[src/rtl/immediate_encoder_pkg.sv]
// Shared types and widths for the immediate encoder: FSM states, constant classes
// and the classifier result bundle.
package immediate_encoder_pkg;

    localparam int unsigned DATA_W = 8;
    localparam int unsigned IMM_W  = 6;

    typedef enum logic [1:0] {
        IDLE = 2'd0,
        ONE  = 2'd1,
        HI   = 2'd2,
        LO   = 2'd3
    } state_e;

    typedef enum logic [1:0] {
        CLS_SIGN  = 2'd0,
        CLS_ZERO  = 2'd1,
        CLS_SPLIT = 2'd2
    } cls_e;

    // Classifier result: class plus the fields of the first and second beat.
    typedef struct packed {
        cls_e             cls;
        logic             cs0;
        logic [IMM_W-1:0] imm0;
        logic [IMM_W-1:0] imm1;
    } enc_t;

endpackage

[src/rtl/imm_classify.sv]
// Combinational classifier: maps an 8-bit constant to its extension class and the
// immediate fields of its first and (for split constants) second beat.
module imm_classify
    import immediate_encoder_pkg::*;
(
    input  logic [DATA_W-1:0] const_i,
    output enc_t              enc_o
);

    always_comb begin
        enc_o      = '0;
        enc_o.cls  = CLS_SPLIT;
        enc_o.imm1 = IMM_W'(const_i[1:0]);
        // Sign extension is preferred where both extensions would reproduce the value.
        if (const_i[7:5] == 3'b000 || const_i[7:5] == 3'b111) begin
            enc_o.cls  = CLS_SIGN;
            enc_o.cs0  = 1'b1;
            enc_o.imm0 = const_i[IMM_W-1:0];
        end else if (const_i[7:6] == 2'b00) begin
            enc_o.cls  = CLS_ZERO;
            enc_o.imm0 = const_i[IMM_W-1:0];
        end else begin
            enc_o.imm0 = const_i[DATA_W-1:2];
        end
    end

endmodule

[src/rtl/immediate_encoder.sv]
// Encodes 8-bit constants into 6-bit immediate beats with a CS extension select,
// splitting constants that fit neither extension into a HI/LO pair.
module immediate_encoder
    import immediate_encoder_pkg::*;
#(
    parameter int unsigned SAT_MAX = 255
) (
    input  logic              Clk,
    input  logic              Rst_n,
    input  logic              InValid,
    output logic              InReady,
    input  logic [DATA_W-1:0] ConstIn,
    output logic              OutValid,
    input  logic              OutReady,
    output logic              CS,
    output logic [IMM_W-1:0]  ImmediateData,
    output logic              Split,
    output logic              Last,
    output logic [DATA_W-1:0] SplitCount
);

    localparam logic [DATA_W-1:0] SAT_V = DATA_W'(SAT_MAX);

    state_e            state_q, state_d;
    logic [DATA_W-1:0] const_q, const_d;
    logic [DATA_W-1:0] cnt_q, cnt_d;
    logic              rdy_q;
    logic [DATA_W-1:0] cls_src;
    enc_t              enc;

    // While idle the incoming constant is classified; otherwise the held one drives the beats.
    assign cls_src = (state_q == IDLE) ? ConstIn : const_q;

    imm_classify u_classify (
        .const_i (cls_src),
        .enc_o   (enc)
    );

    assign SplitCount = cnt_q;

    always_ff @(posedge Clk or negedge Rst_n) begin
        if (!Rst_n) begin
            state_q <= IDLE;
            const_q <= '0;
            cnt_q   <= '0;
            rdy_q   <= 1'b0;
        end else begin
            state_q <= state_d;
            const_q <= const_d;
            cnt_q   <= cnt_d;
            rdy_q   <= 1'b1;
        end
    end

    always_comb begin
        state_d       = state_q;
        const_d       = const_q;
        cnt_d         = cnt_q;
        InReady       = 1'b0;
        OutValid      = 1'b0;
        CS            = 1'b0;
        ImmediateData = '0;
        Split         = 1'b0;
        Last          = 1'b0;
        unique case (state_q)
            IDLE: begin
                InReady = rdy_q;
                if (InValid && rdy_q) begin
                    const_d = ConstIn;
                    if (enc.cls == CLS_SPLIT) begin
                        state_d = HI;
                        if (cnt_q != SAT_V) begin
                            cnt_d = cnt_q + DATA_W'(1);
                        end
                    end else begin
                        state_d = ONE;
                    end
                end
            end
            ONE: begin
                OutValid      = 1'b1;
                CS            = enc.cs0;
                ImmediateData = enc.imm0;
                Last          = 1'b1;
                if (OutReady) begin
                    state_d = IDLE;
                end
            end
            HI: begin
                OutValid      = 1'b1;
                ImmediateData = enc.imm0;
                Split         = 1'b1;
                if (OutReady) begin
                    state_d = LO;
                end
            end
            LO: begin
                OutValid      = 1'b1;
                ImmediateData = enc.imm1;
                Split         = 1'b1;
                Last          = 1'b1;
                if (OutReady) begin
                    state_d = IDLE;
                end
            end
            default: state_d = IDLE;
        endcase
    end

endmodule

[config.mk]
export PLATFORM = sky130hd
export DESIGN_NAME = immediate_encoder
export DESIGN_NICKNAME = d
export VERILOG_FILES = /design/src/rtl/immediate_encoder_pkg.sv /design/src/rtl/imm_classify.sv /design/src/rtl/immediate_encoder.sv
export SDC_FILE = /design/constraint.sdc
export NUM_CORES = 1
export LEC_CHECK = 0
export BUFFER_PORTS_ARGS = -buffer_cell sky130_fd_sc_hd__buf_2
export CAP_MARGIN = 0
export CORE_MARGIN = 10
export CORE_UTILIZATION = 45
export DETAILED_ROUTE_END_ITERATION = 10
export GPL_ROUTABILITY_DRIVEN = 0
export MAX_ROUTING_LAYER = met4
export PLACE_DENSITY = 0.7
export RECOVER_POWER = 25
export SLEW_MARGIN = 25
export SYNTH_ARGS = -nofsm -noshare
export SYNTH_HDL_FRONTEND = slang
export SYNTH_SLANG_ARGS = --single-unit
[constraint.sdc]
create_clock -name Clk -period 3.2 [get_ports Clk]
set_input_delay 0.16 -clock Clk [delete_from_list [all_inputs] [get_ports Clk]]
set_output_delay 0.16 -clock Clk [all_outputs]
set_load 0.01 [all_outputs]
# Word level (Yosys, flattened, before mapping)
# Index checks and enable logic that the tools add are counted.
# classes
n_addsub,1
eq_ne,9
muxes,17
reduce_logical,12
# op_table
op,count
$mux W2,6
$mux W6,2
$pmux W6 S2,1
$add A8 B1 Y8 const B,1
$mux W8,1
$ne A8 B8 Y1 const B,1
$eq A2 B2 Y1 const B,3
$mux W1,6
$pmux W2 S3,1
$reduce_or A2 Y1,3
$logic_not A2 Y1,2
$ne A2 B1 Y1 const B,2
$reduce_and A4 Y1,1
$eq A3 B3 Y1 const B,1
$logic_not A3 Y1,1
$reduce_and A3 Y1,1
$reduce_or A3 Y1,1
$eq A2 B1 Y1 const B,1
$ne A2 B2 Y1 const B,1
$reduce_and A2 Y1,1
$logic_and A1 B1 Y1,1
$logic_or A1 B1 Y1,1
# word_totals
register_bits,19
inputBits,12
out_inout_bits,19
elab_cells,43

# Depth between registers and ports, before layout
# depth
depth_word,9
ltp_mapped,7
mapped_depth_nobuf,6

# By module
# A second synthesis with hierarchy kept.
# hier_totals
hier_cells,132
area_unflattened_um2,1288.7
# modules_own_cells
module,instances,cells_each,area_each_um2,seq_area_each_um2
immediate_encoder,1,106,1114.8,475.5
imm_classify,1,26,173.9,0.0

# Worst setup path after synthesis
# OpenSTA, ideal clock, no wires.
# synth_path
path_type,register to register
start,register state_q[0]
end,"register cnt_q[1], in the netlist SplitCount[1]"
arrival_time_ns,1.955
t_required_ns,3.075
path_slack_ns,1.120
stages_incl_launch_ff,8
n_path_buf,1
period_less_slack_ns,2.080
cell_sequence,dfrtp_1 > inv_1 > ha_1 > buf_6 > mux2i_2 > nor3_4 > nor3_2 > mux2_4
# synth_between
elab_chain_cells,7
# synth_rtl
element,line_no,source
from (decl),immediate_encoder.sv:24,"state_e state_q, state_d;"
from (signal assigned),immediate_encoder.sv:48,state_q <= state_d;
$logic_not A2 Y1 (*),"immediate_encoder.sv:32, immediate_encoder.sv:65",
$mux W8,immediate_encoder.sv:32,assign cls_src = (state_q == IDLE) ? ConstIn : const_q;
$eq A3 B3 Y1 (tied with other cells),imm_classify.sv:15,if (const_i[7:5] == 3'b000 || const_i[7:5] == 3'b111) begin
$logic_or A1 B1 Y1 / $mux W2 (equally long branches),"imm_classify.sv:15, imm_classify.sv:19",
$mux W2,imm_classify.sv:15,
$eq A2 B2 Y1,immediate_encoder.sv:70,if (enc.cls == CLS_SPLIT) begin
$reduce_and A4 Y1 (no source line) (*),--,
to (signal assigned),immediate_encoder.sv:50,cnt_q <= cnt_d;
to (decl),immediate_encoder.sv:26,"logic [DATA_W-1:0] cnt_q, cnt_d;"
# Every way passes the cells marked *; elsewhere a longest branch is shown, timed or not.
# A chain may end at the register's enable or synchronous reset.

# Worst setup path after layout
# layout_path
start,register state_q[0]
end,output ImmediateData[0]
# layout_between
elab_chain_cells,6
# layout_rtl
element,line_no,source
$logic_not A2 Y1,immediate_encoder.sv:32,
$mux W8,immediate_encoder.sv:32,
$eq A3 B3 Y1 (tied with other cells),imm_classify.sv:15,
$logic_or A1 B1 Y1 / $mux W6 (equally long branches),"imm_classify.sv:15, imm_classify.sv:19",
$mux W6,imm_classify.sv:15,
$pmux W6 S2 (*),immediate_encoder.sv:65,unique case (state_q)
to (decl),immediate_encoder.sv:16,"output logic [IMM_W-1:0] ImmediateData,"
# Marks and branches as above.

==> summary.md <==
| Metric | Value |
|---|---|
| RSZ-0062 raised after global routing | `no` |
| Syn nets | `131` |
| VDD IR max | `0.723 mV` |
| Max Slew Vio Count | `0` |
| Flops & latches, synth | `19` |
| Total Power | `1.46 mW` |
| Slew @ Worst Pin | `about 960 ps` |
| Critical Path Slowest Stage Cell | `mux2i_2` |
| FF-to-FF End | `SplitCount[1]$_DFFE_PN0P_` |
| Starting density of the core | `47.9%` |
| CP required | `3040 ps` |
| Crit path cell chain | `inv_1, ha_1, mux2i_2, and2_4, nor2_1, a32o_1, buf_2` |
| Max H-tree Level | `1` |
| Met3 wire length | `around 80 um` |
| Delay-heaviest family, CP | `multiplexers` |
| Total die area | `0.00516 mm2` |
| Status | `completed` |
| Die X | `71.8 um` |
| Tcrit/Tclk final | `91.6%` |
| CP Launch Type | `flip-flop` |
| Crit path buf inv count | `2` |
| Clock latency on the worst-skew pair | `roughly 290 ps` |
| Fraction of layout cells with a size suffix above 1 | `34.9%` |
| Yosys top cell area share | `39.4%` |
| Largest cells by area after synthesis | `dfrtp_1, mux2_2, ha_1` |
| Setup Crit Path Kind | `reg -> out` |
| Detailed Routing Iterations Pass 1 | `4` |
| Fin nets | `between 150 and 200` |
| Cells after Synth | `113` |
| Top Metal Used | `met4` |
| Fraction of the yosys area taken by sequential cells | `39.4%` |
| Clock-pin slew on the worst setup and hold paths | `100 ps` |
| CTS Hold Buffers Added | `1` |
| Rel. slew slack | `35.7%` |
| Row count | `18` |
| Syn avg cell area | `10.7 um2` |
| Netlist cell types | `37` |
| Largest net degree at the start of global routing | `20` |
| Initial antenna violation count | `0` |
| Critical path peak fanout | `12` |
| Post-CTS Setup Inserts | `0` |
| Most common cell in the netlist | `dfrtp_1` |
| R2r worst-path depth | `6` |
| Filler cell count | `247` |
| Top Ports | `31` |
| Routed wl met2 | `1400 um` |
| Inserted Clock Buffers | `3` |
| Ys flop type | `dfrtp_1` |
| Chip height | `approximately 70 um` |
| Fmax achieved | `around 340 MHz` |
| Yosys top cell by area | `dfrtp_1` |
| Grt ovf | `0` |
| CTS tree | `built` |
| Crit path launch | `state_q[0]$_DFFE_PN0P_` |
| Syn. warnings | `0` |
| Hold slack | `approximately 110 ps` |
| Final min period | `2930 ps` |
| TNS Setup | `0 ps` |
| CORE AREA | `0.00252 mm2` |
| GRT Resource Usage Total | `11.4%` |
| CP Capture Point | `ImmediateData[0]` |
| Vias/cell | `approximately 5.5` |
| Hold Vio Cnt, Final | `0` |
| Number of diodes | `0` |
| Pwr/cell area | `between 1000 and 1500 mW/mm2` |
| Final setup fails | `0` |
| Number of global-route vias before repair | `1043` |
| Max incr delay on CP | `580 ps` |
| I/O Buffers | `30` |
| # resized after CTS | `0` |
| Number of flops mapped to enable cells by yosys | `0` |
| Hold-critical path depth | `2` |
| R2R Path Start | `state_q[0]$_DFFE_PN0P_` |
| Final wirelength | `2700 um` |
| Remaining DRCs | `0` |
| Final Instance Area | `0.00141 mm2` |
| Post-detail-place hpwl | `2210 um` |
| # clock sinks | `19` |
| Clk buf depth | `2` |
| Root Buffer Master | `clkbuf_4` |
| Worst EP arrival | `2770 ps` |
| Top cells by count, synth | `dfrtp_1, mux2_2, nor2_1, xor2_1, ha_1` |
| M1 wire length | `1200 um` |
| Starting DRT DRC Count | `34` |
| Min-Delay Path Class | `in -> reg` |
| First-pass GRT wire length | `4800 um` |
| CP Depth | `7` |
| Max-cap violations | `0` |
| Worst Skew | `1.77 ps` |
| Mapped Area | `about 0.0012 mm2` |
| Vias post-DR | `960` |
| Leakage | `roughly 0.72 nW` |
| Placed cell areas | `approximately 0.0014 mm2` |
| P&R area growth vs syn | `16.6%` |
| Routed len/inst | `15.4 um` |
| Reg2Reg Setup Slack | `between 600 and 700 ps` |
| Post-route ant nets | `0` |
| Crit path capture type | `output port` |
| Async SR Flop Fraction | `100%` |
## metrics by stage
stage	setup WS [ps]	std cells	utilization [%]
CTS	262	176	55.9
global route	81.2	176	55.8
floorplan	1120	113	-
global placement	718	171	54.4
detailed placement	595	171	54.4
finish	268	176	55.8
## cells in the final DEF, fill, tap and decap left out, types with 3 or more instances in the layout
master / netlist / layout
nor2_1: 8 / 8
mux2_2: 10 / 10
inv_1: 5 / 5
nand3_1: 5 / 5
buf_2: 0 / 29
mux2i_1: 3 / 3
xor2_1: 8 / 8
nor4_1: 4 / 4
ha_1: 6 / 6
a21oi_1: 4 / 4
nand2_1: 5 / 5
clkbuf_4: 0 / 3
mux2i_2: 3 / 3
dfrtp_1: 19 / 19
## how the worst min path moves through the flow
stage / startpoint / endpoint / slack [ps]
final: ConstIn[2] / const_q[2]$_DFFE_PN0P_ / 110
after global routing: ConstIn[4] / const_q[4]$_DFFE_PN0P_ / 100
after CTS: ConstIn[1] / const_q[1]$_DFFE_PN0P_ / 100
after detailed placement: Rst_n / SplitCount[4]$_DFFE_PN0P_ / 120
after global placement: Rst_n / SplitCount[0]$_DFFE_PN0P_ / 120
after floorplan: Rst_n / SplitCount[0]$_DFFE_PN0P_ / -140
## report_power, final
part | leakage [nW] | switching, mW | total, mW | internal [mW]
sequential | 0.238 | 0.0729 | 0.401 | 0.328
combinational | 0.462 | 0.521 | 0.940 | 0.419
clock | 0.0150 | 0.0712 | 0.120 | 0.0485
total | 0.715 | 0.665 | 1.46 | 0.796
## metal layers
layer	vias to the layer above	global-route usage, %
met1	466	13.1
met2	18	19.5
met3	2	1.65
li1	474	-
met4	0	3.87
met5	-	-
## sequential cells by signal, indices dropped and copies added (netlist names)
| register | cells |
|---|---|
| SplitCount | 8 |
| const_q | 8 |
| rdy_q | 1 |
| state_q | 2 |
## layout make-up
| type | count | area (um2) | share of cell area, % |
|---|---|---|---|
| tap | 30 | 37.5 | 2.67 |
| sequential | 19 | 475 | 33.8 |
| timing repair buffer | 31 | 159 | 11.3 |
| clock buffer | 4 | 26.3 | 1.87 |
| inverter | 5 | 18.8 | 1.33 |
| multi-input combinational | 87 | 691 | 49.1 |
## cells by family (layout without fill, tap and decap cells)
logic type	after synthesis	after routing	share of synthesized area [%]
AOI/OAI and AO/OA	15	15	9.22
DFF	19	19	39.4
and+or+nand+nor	40	40	19.2
xor gates and xnor gates	8	8	5.80
other	1	1	0.311
buffers and inverters	7	40	3.42
muxes	17	17	16.5
adders and majority gates	6	6	6.22
Power figures use the tool's default switching activity.
